==> src/rtl/regfile_wb_ctrl_pkg.sv <==
// Shared sizes and requester indices for the register-file write-back controller.
package regfile_wb_ctrl_pkg;

    // Register address and data sizes (x0..x31, 32-bit data).
    localparam int ADDR_W = 5;
    localparam int DATA_W = 32;
    localparam int NREGS  = 32;

    // Write-back requester indices, also the encoding of the round-robin pointer.
    localparam logic WB_EXE = 1'b0;
    localparam logic WB_MEM = 1'b1;

endpackage

==> src/rtl/regfile_wb_ctrl_if.sv <==
// Valid/ready write-back bus carrying both requesters (execute and memory).
interface regfile_wb_ctrl_if
    import regfile_wb_ctrl_pkg::*;
#(
    parameter int AW = ADDR_W,
    parameter int DW = DATA_W
);
    logic          wb0_valid;
    logic          wb0_ready;
    logic [AW-1:0] wb0_addr;
    logic [DW-1:0] wb0_data;
    logic          wb1_valid;
    logic          wb1_ready;
    logic [AW-1:0] wb1_addr;
    logic [DW-1:0] wb1_data;

    // Pipeline side: presents results, waits for ready.
    modport master (
        output wb0_valid, wb0_addr, wb0_data,
        output wb1_valid, wb1_addr, wb1_data,
        input  wb0_ready, wb1_ready
    );

    // Controller side: accepts results, returns ready.
    modport slave (
        input  wb0_valid, wb0_addr, wb0_data,
        input  wb1_valid, wb1_addr, wb1_data,
        output wb0_ready, wb1_ready
    );
endinterface

==> src/rtl/regfile_wb_ctrl_scoreboard.sv <==
// Per-register busy mask: set on issue, cleared when the write commits.
module regfile_scoreboard
    import regfile_wb_ctrl_pkg::*;
#(
    parameter int AW = ADDR_W,
    parameter int NR = NREGS
) (
    input  logic          clk,
    input  logic          reset,
    input  logic          set_en,
    input  logic [AW-1:0] set_addr,
    input  logic          clr_en,
    input  logic [AW-1:0] clr_addr,
    input  logic [AW-1:0] rs1_addr,
    input  logic [AW-1:0] rs2_addr,
    output logic          rs1_busy,
    output logic          rs2_busy,
    output logic          all_clear
);

    localparam logic [AW-1:0] ZERO_ADDR = {AW{1'b0}};

    logic [NR-1:0] busy_r;
    logic [NR-1:0] busy_next_s;

    // Next mask: clear first, then set so a newer in-flight writer wins; x0 never busy.
    always_comb begin
        busy_next_s = busy_r;
        if (clr_en && (clr_addr != ZERO_ADDR)) begin
            busy_next_s[clr_addr] = 1'b0;
        end else begin
            busy_next_s = busy_next_s;
        end
        if (set_en && (set_addr != ZERO_ADDR)) begin
            busy_next_s[set_addr] = 1'b1;
        end else begin
            busy_next_s = busy_next_s;
        end
        busy_next_s[0] = 1'b0;
    end

    // Busy mask register with synchronous active-low reset.
    always_ff @(posedge clk) begin
        if (!reset) begin
            busy_r <= {NR{1'b0}};
        end else begin
            busy_r <= busy_next_s;
        end
    end

    // Operand lookups are combinational so decode stalls in the same cycle.
    assign rs1_busy  = busy_r[rs1_addr];
    assign rs2_busy  = busy_r[rs2_addr];
    assign all_clear = (busy_r == {NR{1'b0}});

endmodule

==> src/rtl/regfile_wb_ctrl.sv <==
// Arbitrates two write-back requesters onto the single register-file write port
// and tracks pending destination registers for decode stalls.
module regfile_wb_ctrl
    import regfile_wb_ctrl_pkg::*;
#(
    parameter int ADDR_W = regfile_wb_ctrl_pkg::ADDR_W,
    parameter int DATA_W = regfile_wb_ctrl_pkg::DATA_W,
    parameter int NREGS  = regfile_wb_ctrl_pkg::NREGS
) (
    input  logic                clk,
    input  logic                reset,
    regfile_wb_ctrl_if.slave    wb,
    input  logic                issue_valid,
    input  logic [ADDR_W-1:0]   issue_rd,
    input  logic [ADDR_W-1:0]   rs1_addr,
    input  logic [ADDR_W-1:0]   rs2_addr,
    output logic                rs1_busy,
    output logic                rs2_busy,
    output logic                wr_enable,
    output logic [ADDR_W-1:0]   wr_addr,
    output logic [DATA_W-1:0]   wr_data,
    output logic                idle
);

    localparam logic [ADDR_W-1:0] ZERO_ADDR = {ADDR_W{1'b0}};

    logic                rr_ptr_r;
    logic                gnt0_s;
    logic                gnt1_s;
    logic                contend_s;
    logic                wr_enable_r;
    logic [ADDR_W-1:0]   wr_addr_r;
    logic [DATA_W-1:0]   wr_data_r;
    logic                all_clear_s;

    assign contend_s = wb.wb0_valid && wb.wb1_valid;

    // Grant: lone requester wins outright, contention goes to rr_ptr; nothing during reset.
    always_comb begin
        gnt0_s = 1'b0;
        gnt1_s = 1'b0;
        if (!reset) begin
            gnt0_s = 1'b0;
            gnt1_s = 1'b0;
        end else if (contend_s) begin
            gnt0_s = (rr_ptr_r == WB_EXE);
            gnt1_s = (rr_ptr_r == WB_MEM);
        end else begin
            gnt0_s = wb.wb0_valid;
            gnt1_s = wb.wb1_valid;
        end
    end

    assign wb.wb0_ready = gnt0_s;
    assign wb.wb1_ready = gnt1_s;

    // Round-robin pointer and the registered write port; x0 writes are accepted but dropped.
    always_ff @(posedge clk) begin
        if (!reset) begin
            rr_ptr_r    <= WB_EXE;
            wr_enable_r <= 1'b0;
            wr_addr_r   <= ZERO_ADDR;
            wr_data_r   <= {DATA_W{1'b0}};
        end else begin
            if (contend_s) begin
                rr_ptr_r <= ~rr_ptr_r;
            end else begin
                rr_ptr_r <= rr_ptr_r;
            end
            if (gnt0_s) begin
                wr_enable_r <= (wb.wb0_addr != ZERO_ADDR);
                wr_addr_r   <= wb.wb0_addr;
                wr_data_r   <= wb.wb0_data;
            end else if (gnt1_s) begin
                wr_enable_r <= (wb.wb1_addr != ZERO_ADDR);
                wr_addr_r   <= wb.wb1_addr;
                wr_data_r   <= wb.wb1_data;
            end else begin
                wr_enable_r <= 1'b0;
            end
        end
    end

    regfile_scoreboard #(
        .AW (ADDR_W),
        .NR (NREGS)
    ) u_scoreboard (
        .clk       (clk),
        .reset     (reset),
        .set_en    (issue_valid),
        .set_addr  (issue_rd),
        .clr_en    (wr_enable_r),
        .clr_addr  (wr_addr_r),
        .rs1_addr  (rs1_addr),
        .rs2_addr  (rs2_addr),
        .rs1_busy  (rs1_busy),
        .rs2_busy  (rs2_busy),
        .all_clear (all_clear_s)
    );

    assign wr_enable = wr_enable_r;
    assign wr_addr   = wr_addr_r;
    assign wr_data   = wr_data_r;
    assign idle      = all_clear_s && !wr_enable_r;

endmodule

==> src/flat_wrapper.sv <==
// flat-port wrapper written by rule: the top's interface ports become plain ports
module regfile_wb_ctrl_flat import regfile_wb_ctrl_pkg::*;
#(
    parameter int ADDR_W = regfile_wb_ctrl_pkg::ADDR_W,
    parameter int DATA_W = regfile_wb_ctrl_pkg::DATA_W,
    parameter int NREGS  = regfile_wb_ctrl_pkg::NREGS
)
  (clk, reset, issue_valid, issue_rd, rs1_addr, rs2_addr, rs1_busy, rs2_busy, wr_enable, wr_addr, wr_data, idle, wb_wb0_valid, wb_wb0_addr, wb_wb0_data, wb_wb1_valid, wb_wb1_addr, wb_wb1_data, wb_wb0_ready, wb_wb1_ready);
  regfile_wb_ctrl_if wb_i ();
  input  logic clk;
  input  logic reset;
  input  logic issue_valid;
  input  logic [ADDR_W-1:0] issue_rd;
  input  logic [ADDR_W-1:0] rs1_addr;
  input  logic [ADDR_W-1:0] rs2_addr;
  output logic rs1_busy;
  output logic rs2_busy;
  output logic wr_enable;
  output logic [ADDR_W-1:0] wr_addr;
  output logic [DATA_W-1:0] wr_data;
  output logic idle;
  input wire logic [$bits(wb_i.wb0_valid)-1:0] wb_wb0_valid;
  input wire logic [$bits(wb_i.wb0_addr)-1:0] wb_wb0_addr;
  input wire logic [$bits(wb_i.wb0_data)-1:0] wb_wb0_data;
  input wire logic [$bits(wb_i.wb1_valid)-1:0] wb_wb1_valid;
  input wire logic [$bits(wb_i.wb1_addr)-1:0] wb_wb1_addr;
  input wire logic [$bits(wb_i.wb1_data)-1:0] wb_wb1_data;
  output wire logic [$bits(wb_i.wb0_ready)-1:0] wb_wb0_ready;
  output wire logic [$bits(wb_i.wb1_ready)-1:0] wb_wb1_ready;
  assign wb_i.wb0_valid = wb_wb0_valid;
  assign wb_i.wb0_addr = wb_wb0_addr;
  assign wb_i.wb0_data = wb_wb0_data;
  assign wb_i.wb1_valid = wb_wb1_valid;
  assign wb_i.wb1_addr = wb_wb1_addr;
  assign wb_i.wb1_data = wb_wb1_data;
  assign wb_wb0_ready = wb_i.wb0_ready;
  assign wb_wb1_ready = wb_i.wb1_ready;
  regfile_wb_ctrl #(.ADDR_W(ADDR_W), .DATA_W(DATA_W), .NREGS(NREGS)) u_core (.clk(clk), .reset(reset), .wb(wb_i), .issue_valid(issue_valid), .issue_rd(issue_rd), .rs1_addr(rs1_addr), .rs2_addr(rs2_addr), .rs1_busy(rs1_busy), .rs2_busy(rs2_busy), .wr_enable(wr_enable), .wr_addr(wr_addr), .wr_data(wr_data), .idle(idle));
endmodule
==> config.mk <==
export PLATFORM = sky130hd
export DESIGN_NAME = regfile_wb_ctrl_flat
export DESIGN_NICKNAME = d
export VERILOG_FILES = /design/src/rtl/regfile_wb_ctrl_pkg.sv /design/src/rtl/regfile_wb_ctrl_if.sv /design/src/rtl/regfile_wb_ctrl_scoreboard.sv /design/src/rtl/regfile_wb_ctrl.sv /design/src/flat_wrapper.sv
export SDC_FILE = /design/constraint.sdc
export NUM_CORES = 1
export LEC_CHECK = 0
export CORE_ASPECT_RATIO = 0.75
export CORE_MARGIN = 2
export CORE_UTILIZATION = 45
export CTS_CLUSTER_SIZE = 12
export DETAILED_ROUTE_END_ITERATION = 7
export PLACE_DENSITY = 0.92
export SLEW_MARGIN = 5
export SYNTH_ARGS = -nofsm -noshare
export SYNTH_HDL_FRONTEND = slang
export SYNTH_SLANG_ARGS = --single-unit
==> constraint.sdc <==
create_clock -name clk -period 2.36 [get_ports clk]
set_input_delay 0.59 -clock clk [delete_from_list [all_inputs] [get_ports clk]]
set_output_delay 0.59 -clock clk [all_outputs]
set_load 0.005 [all_outputs]
# Yosys cells after proc, flatten, opt, wreduce, memory -nomap -nowiden

Index checks and enable logic that the tools add are counted.

Latch bits: 0
RAM bits: 0
Memories: 0
Register bits: 71
Bits in read-only memories: 0
Input port bits: 94
Word-level logic and storage cells: 49

Divide/modulo/power cells: 0
Bitwise operators: 4
Multipliers: 0
Multiplexer cells: 20
Shift operators: 0
$lt $le $gt $ge: 6
Add/sub/neg operators: 0
Eq/ne operators: 0
Reductions and logical operators: 13

Operators by type and width:

| cell                 | number |
|---|---|
| $mux W32             | 4 |
| $and A32 B32 Y32     | 1 |
| $logic_not A32 Y1    | 1 |
| $not A32 Y32         | 1 |
| $or A32 B32 Y32      | 1 |
| $lt A5 B6 Y1 const B | 4 |
| $reduce_bool A5 Y1   | 4 |
| $bmux W1 S5          | 2 |
| $demux W1 S5         | 2 |
| $ge A5 B1 Y1 const B | 2 |
| $mux W1              | 10 |
| $mux W5              | 2 |
| $logic_and A1 B1 Y1  | 6 |
| $reduce_bool A2 Y1   | 1 |
| $logic_not A1 Y1     | 1 |
| $not A1 Y1           | 1 |

# Depth between registers and ports, before layout

Depth after elaboration: 9
Mapped depth: 6
Depth with buffers taken out: 4

# Cells and area by module

A second synthesis with hierarchy kept.

Cells, all modules: 470
Area total of the unflattened synthesis: 3,871.2 um^2

By module, submodules not included:

| module             | cells an instance | seq. area each (um^2) | times used | area each (um^2) |
|---|---|---|---|---|
| regfile_scoreboard | 244               | 620.6                 | 1          | 1,980.6 |
| regfile_wb_ctrl    | 226               | 780.7                 | 1          | 1,890.6 |

# Worst setup path after synthesis

OpenSTA, ideal clock, no wires.

Kind: input -> output
Start point: in rs1_addr[0]
End point: out rs1_busy
Data arrival time: 1.596 ns
Slack: 0.174 ns
Required time: 1.770 ns
Cell stages on the path: 5
Cells stage by stage: buf_2 mux4_2 nand2b_1 o211ai_1 nand4_1

Word-level cells in the longest chain between the ends: 2

Ends and longest elaborated chain:

| item                          | RTL line                         | RTL |
|---|---|---|
| from (decl)                   | flat_wrapper.sv:14               | `input logic [ADDR_W-1:0] rs1_addr;` |
| $bmux W1 S5                   | regfile_wb_ctrl_scoreboard.sv:52 | `assign rs1_busy = busy_r[rs1_addr];` |
| $mux W1 (not written as such) | regfile_wb_ctrl_scoreboard.sv:52 |  |
| to (decl)                     | flat_wrapper.sv:16               | `output logic rs1_busy;` |

Every way passes these cells. The select of a mux whose other input is x is not followed.

# Worst setup path after layout

Start point: in rs2_addr[2]
End point: out rs2_busy

Word-level cells in the longest chain between the ends: 2

Ends and longest elaborated chain:

| item                          | RTL line                         | RTL |
|---|---|---|
| from (decl)                   | flat_wrapper.sv:15               | `input logic [ADDR_W-1:0] rs2_addr;` |
| $bmux W1 S5                   | regfile_wb_ctrl_scoreboard.sv:53 | `assign rs2_busy = busy_r[rs2_addr];` |
| $mux W1 (not written as such) | regfile_wb_ctrl_scoreboard.sv:53 |  |
| to (decl)                     | flat_wrapper.sv:17               | `output logic rs2_busy;` |

Every way passes these cells. The select of a mux whose other input is x is not followed.

==> flow_summary.yaml <==
outcome:
  status: "finished clean"
sta:
  hold_viol_final: 0
  tightestPinTransition_ns: 0.6994
  fmax_ghz: 0.4274
  fin_crit_sh_pct: 99.15
  finalMaxSlewViolations: 0
  fin_skew_ns: 0.01016
  fin_crit_ns: 2.340
  finalSetupViolCount: 0
  slew_headroom_pct: 53.38
floorplan:
  io_pins: 137
  die_h_um: 82.06
  core_mm2: 0.007883
  placementRows: 28
  dieArea_mm2: 0.008869
  start_util_pct: 46.38
  die_w_um: 108.1
yosys:
  synth_top_area_share_pct: 38.33
  synth_top_cell_by_area: "dfxtp_1"
  syn_area_mm2: 0.003656
  synth_cells: 434
  syn_nets: 528
  netlist_top_cells_area: "dfxtp_1 (38%), mux2i_1 (15%), a211oi_1 (8.0%), nor2_1 (5.5%), a21oi_1 (5.1%)"
  synth_seq_cells: 70
  postSynthAreaPerCell_um2: 8.424
  ys_seq_area_share_pct: 38.33
  synth_cell_type_count: 33
  synth_warnings: 0
global_routing:
  grt_max_degree: 76
  first_global_vias: 4452
  overflow: 0
  grtUsageTotal_pct: 31.77
  antenna_found_initial: 2
  grt_pass1_wl_um: 21600
critical_path:
  crit_buf_inv: 3
  cp_top_family: "buffers and inverters"
  rrSetupSlack_ns: 0.57
  start_kind: "primary input"
  required_ns: 1.77
  worstSetupPathType: "primary input to output pin"
  arrival_ns: 1.75
  cp_slowest_stage_delay_ns: 0.28
  cp_max_fo: 5
  path_cells: "dlygate4sd2_1 > buf_6 > mux2i_1 > a22oi_1 > nand3_1 > nand4_1 > buf_2"
  cp_slowest_cell: "mux2i_1"
  worstSetupEndpointType: "output pin"
placed_design:
  port_buffers: 136
  postPlaceCellArea_mm2: 0.005192
  dp_hpwl_um: 9797
  finalWeightedCongestion: 1.027
clocking:
  numCtsBuffers: 9
  path_clk_slew_ns: 0.07
  clock_path_buffers: 2
  htreeDepth: 3
  clkLatencyLatePin_ns: 0.35
  cts_tree: "yes"
  clockRootBuffer: "clkbuf_8"
  cts_hold_buf: 0
  numClockSinks: 70
power_and_ir_drop:
  ir_worst_vdd_mv: 0.3126
  leakage_nw: 2.206
  powerDensity_mw_per_mm2: 534.7
layout:
  design_area_mm2: 0.005509
  post-route-util_pct: 69.89
  drive_above_1_share_pct: 12.37
  nets: 672
  num-fill-cells: 562
  syn2layout_area_growth_pct: 50.68
drt:
  drt-pass1-iter-count: 6
  drtAntennaViolNets: 0
  drc: 0
  wl_um: 14240
  vias: 4314
  first_iter_violations: 461
  wl_per_cell_um: 20.66
  drt-vias-per-instance: 6.261
run:
  cap_violations: 0
worst_hold_path:
  hold_path.class: "register to register"
==> per-layer routing <==
layer  GRT usage (%)  part of all wire, %
met4           18.85                  6.4
met3           11.03                   11
met2           55.28                   48
met5               0                    0
met1           33.80                   35
==> area by class of cell <==
class | instances | area, um2 | share of cell area (%)
Clock inverter | 4 | 47.55 | 0.8630
Timing Repair Buffer | 163 | 1572 | 28.53
Inverter | 6 | 22.52 | 0.4088
Clock buffer | 11 | 141.4 | 2.566
Multi-Input combinational cell | 328 | 2185 | 39.65
Tap cell | 105 | 131.4 | 2.385
Sequential cell | 70 | 1405 | 25.51
Antenna cell | 2 | 5.005 | 0.09085
==> repair_timing <==
| item | 4_1_cts | 5_1_grt |
|---|---|---|
| pin swaps | 11 | 4 |
| buffers inserted | 3 | 1 |
| gates cloned | 1 | 0 |
| resized for setup | 45 | 13 |
| setup endpoints to repair | 5 | 1 |
==> cells in the final DEF (no fill, tap or decap), types with 2 or more instances in the layout <==
cell type / synthesis / final
clkdlybuf4s50_1: 0 / 121
dfxtp_1: 70 / 67
nor2_1: 54 / 54
mux2i_1: 55 / 52
nand2_1: 43 / 43
a21oi_1: 37 / 37
a211oi_1: 39 / 37
o21ai_0: 30 / 30
buf_4: 2 / 21
nand3_1: 14 / 13
clkbuf_8: 0 / 10
nor2b_1: 9 / 9
nand2b_1: 11 / 8
dlygate4sd2_1: 0 / 8
nor4_1: 9 / 6
mux4_2: 6 / 6
nand4_1: 5 / 5
buf_6: 1 / 5
inv_1: 4 / 4
a22oi_1: 4 / 4
buf_2: 6 / 4
nor4_2: 0 / 3
nand2b_4: 0 / 3
dfxtp_2: 0 / 3
diode_2: 0 / 2
mux2i_4: 0 / 2
a211oi_2: 0 / 2
o211ai_1: 2 / 2
or4_1: 2 / 2
clkinv_2: 0 / 2
buf_12: 0 / 2
==> synthesized netlist by cell type <==
| master | count |
|---|---|
| o211ai_2 | 1 |
| buf_1 | 4 |
| o22ai_1 | 1 |
| inv_1 | 4 |
| o211ai_1 | 2 |
| nor3_1 | 1 |
| clkinv_1 | 1 |
| o2111ai_1 | 2 |
| nand3_1 | 14 |
| nand4_1 | 5 |
| buf_8 | 1 |
| a22oi_1 | 4 |
| dfxtp_1 | 70 |
| nor2b_1 | 9 |
| inv_2 | 1 |
| nor2_1 | 54 |
| nor4_1 | 9 |
| o21ai_0 | 30 |
| buf_6 | 1 |
| xor2_1 | 1 |
| o31ai_1 | 1 |
| buf_2 | 6 |
| and2_0 | 1 |
| nand2b_1 | 11 |
| clkbuf_1 | 15 |
| nand2_1 | 43 |
| mux4_2 | 6 |
| a21oi_1 | 37 |
| buf_4 | 2 |
| or4_1 | 2 |
| clkbuf_2 | 1 |
| a211oi_1 | 39 |
| mux2i_1 | 55 |
==> metrics by stage <==
step | TNS, ns | power (mW) | worst slack, ns | cells | hold WS (ns)
floorplan | 0 | 1.576 | 0.1743 | 434 | 0.4730
global placement | -3.569 | 1.937 | -0.7480 | 667 | 0.5059
detailed placement | -4.540 | 1.965 | -0.8216 | 667 | 0.5069
CTS | 0 | 2.917 | 0.03204 | 686 | 0.5362
global route | -0.01329 | 3.042 | -0.009822 | 689 | 0.5698
finish | 0 | 2.946 | 0.02011 | 689 | 0.5430
==> tightest hold or removal path, stage by stage, from the launching register on <==
cell and delay [ns]:
dfxtp_2 0.35, o21ai_0 0.08, a21oi_1 0.07
==> kinds of logic (layout without fill, tap and decap cells) <==
logic type,count (synthesis),in the layout,synth area share (%)
AND/OR/NAND/NOR,149,149,18.41
XOR/XNOR,1,1,0.2396
AO/OA/AOI/OAI,117,117,19.61
buffers and inverters,36,184,4.653
flip-flops,70,70,38.33
multiplexers,61,61,18.75
other,0,2,0
==> sequential cells by signal, summed over array words and instances (netlist names) <==
register                    count
u_core.wr_data                 32
u_core.u_scoreboard.busy_r     31
u_core.wr_addr                  5
u_core.rr_ptr_r                 1
u_core.wr_enable                1
==> worst paths after layout <==
kind	cells past startpoint	end	startpoint
max	7	rs2_busy	rs2_addr[2]
min	2	u_core.u_scoreboard.busy_r[22]	u_core.u_scoreboard.busy_r[22]
max reg2reg	4	u_core.wr_addr[4]	u_core.rr_ptr_r
min reg2reg	2	u_core.u_scoreboard.busy_r[22]	u_core.u_scoreboard.busy_r[22]
==> report_power, final <==
part | switching [mW] | internal (mW)
registers | 0.0585 | 1.25
logic | 0.292 | 0.381
clock network | 0.461 | 0.508
(Power assumes the default switching activity.)
==> RTL edit, RTL diff (same flow settings) <==
Set the package constant `DATA_W` to 36 (it was 32).
--- a/src/rtl/regfile_wb_ctrl_pkg.sv
+++ b/src/rtl/regfile_wb_ctrl_pkg.sv
@@ -4,5 +4,5 @@
     // Register address and data sizes (x0..x31, 32-bit data).
     localparam int ADDR_W = 5;
-    localparam int DATA_W = 32;
+    localparam int DATA_W = 36;
     localparam int NREGS  = 32;
 
Ports: changed (resized wb_wb0_data, wb_wb1_data and wr_data); port bits go from 137 to 149. No check against the original RTL was run, so the function may have changed too.
==> RTL edit against the unedited design <==
  * Setup slack gained 26 ps
  * Sequential cell count grew 4
  * Utilization shrank 0.20 points
  * Total power grew 23%
  * Clock power grew 62%
  * Global-route usage shrank 4.3 points
  * Critical path depth shrank 1
  * Wire length shrank 14%
  * Synthesized area grew 4.5%
  * Cell area grew 5.6%
  * First-iteration DRC count shrank 40%
==> RTL edit: results (changes against the unedited design) <==
Max VDD drop 486 µV (+55%); Nets 691 (+2.8%); Port Buf Inserts 148 (+8.8%); CP max-delay cell mux4_2; top fanout value on the critical path 4 (-1); GRT Total Usage 27.5% (-4.3 points); status complete, no violations; first-pass GRT wire length 19900 µm (-7.8%); WP data arrival 1720 ps (-30 ps); LEAKAGE 2.36 nW (+7.1%); synth unique cells 32 (-3.0%); clk_skew 5.05 ps (-5.11 ps); Pre-antenna DRT Iters 5 (-1); ant diodes 0 (-2); synth cell count leaders dfxtp_1 (74), mux2i_1 (59), nor2_1 (58), a211oi_1 (43), nand2_1 (39); HPWL Detailed 8770 µm (-10%); max reg flops 36 (+13%); delay-heaviest family, CP multiplexers; Synth area leaders dfxtp_1 (39%), mux2i_1 (15%), a211oi_1 (8.5%); max incr delay on CP 510 ps (+230 ps); multiplexer share of the synthesized area 19.0% (+0.24 points); compound-gate portion of the synthesized area 19.5% (-0.12 points); fill cell count 602 (+7.1%); share of post-route cells with drive strength above 1 9.44% (-2.9 points); total CTS buffers 9 (unchanged); Detailed Route Iter0 Violations 276 (-40%); xor/xnor share of the synthesized area 0.229% (-0.010 points); CTS Root Cell clkbuf_16; Net Count, Synth 548 (+3.8%); Slew HR 49.0% (-4.3 points); P_int 2.77 mW (+30%); Routed WL 12300 µm (-14%)
-- RTL edit: cell types whose count changed after synthesis, sizes merged, moves of 2 or more --
cell	unedited run	this run
dfxtp	70	74
or3b	0	2
mux2i	55	59
nand2	43	39
nand3b	0	5
a211oi	39	43
buf	14	16
nor2b	9	6
nor2	54	58
nand2b	11	7
nand3	14	11
-- RTL edit: cell families after synthesis --
logic type	Yosys count
xor gates and xnor gates	1
AOI/OAI and AO/OA	121
and+or+nand+nor	146
muxes	65
buffers and inverters	39
DFF	74
-- RTL edit: repair_timing --
item / in CTS / in global routing
gates resized for setup: 36 / 4
buffers inserted: 2 / 0
endpoints found under the setup margin: 5 / 2
pin swaps: 9 / 2
-- RTL edit: per-layer routing --
| layer | vias up | track usage [%] | routed length (µm) | share of wire, % |
|---|---|---|---|---|
| met5 | - | 0 | 0 | 0 |
| met4 | 0 | 8.64 | 274 | 2.2 |
| met3 | 39 | 10.7 | 1400 | 11 |
| met2 | 257 | 45.3 | 5900 | 48 |
| met1 | 1875 | 32.8 | 4730 | 38 |
| li1 | 1913 | - | - | - |
-- RTL edit: layout make-up --
cell class | instances | share of cell area [%]
multi-input combinational | 333 | 38.0
timing repair buffer | 165 | 28.0
sequential | 74 | 25.5
clock buffer | 10 | 4.11
tap | 108 | 2.32
clock inverter | 5 | 1.76
inverter | 6 | 0.387
-- RTL edit: final timing paths --
| check | end | cells past startpoint | slack, ps | startpoint |
|---|---|---|---|---|
| worst max-delay path | rs1_busy | 6 | 50 | rs1_addr[0] |
| worst min register to register | u_core.u_scoreboard.busy_r[25]$_SDFF_PN0_ | 2 | 530 | u_core.u_scoreboard.busy_r[25]$_SDFF_PN0_ |
| worst min-delay path | u_core.u_scoreboard.busy_r[25]$_SDFF_PN0_ | 2 | 530 | u_core.u_scoreboard.busy_r[25]$_SDFF_PN0_ |
| worst max register to register | u_core.wr_data[15]$_SDFFE_PN0P_ | 4 | 610 | u_core.rr_ptr_r$_SDFFE_PN0N_ |
-- RTL edit: power by group through the flow --
stage | Sequential (mW) | Clock, mW | Combinational (mW)
6_report | 1.38 | 1.57 | 0.661
5_1_grt | 1.39 | 1.65 | 0.712
4_1_cts | 1.38 | 1.59 | 0.659
3_5_place_dp | 1.40 | 0 | 0.662
3_3_place_gp | 1.40 | 0 | 0.646
2_1_floorplan | 1.39 | 0 | 0.277
-- RTL edit: stage by stage --
step	cell area [µm²]	TNS, ps	cells	hold WS (ps)
after floorplan	3820	0	446	473
after global placement	5430	-6680	684	496
after detailed placement	5430	-8230	684	505
after CTS	5800	-59.9	701	521
after global routing	5820	-13.8	701	550
final	5820	0	701	527
-- RTL edit: tightest hold or removal path, cell delays in order (launching register included) --
cell and delay (ps):
dfxtp_1 340, o21ai_0 80, a21oi_1 60
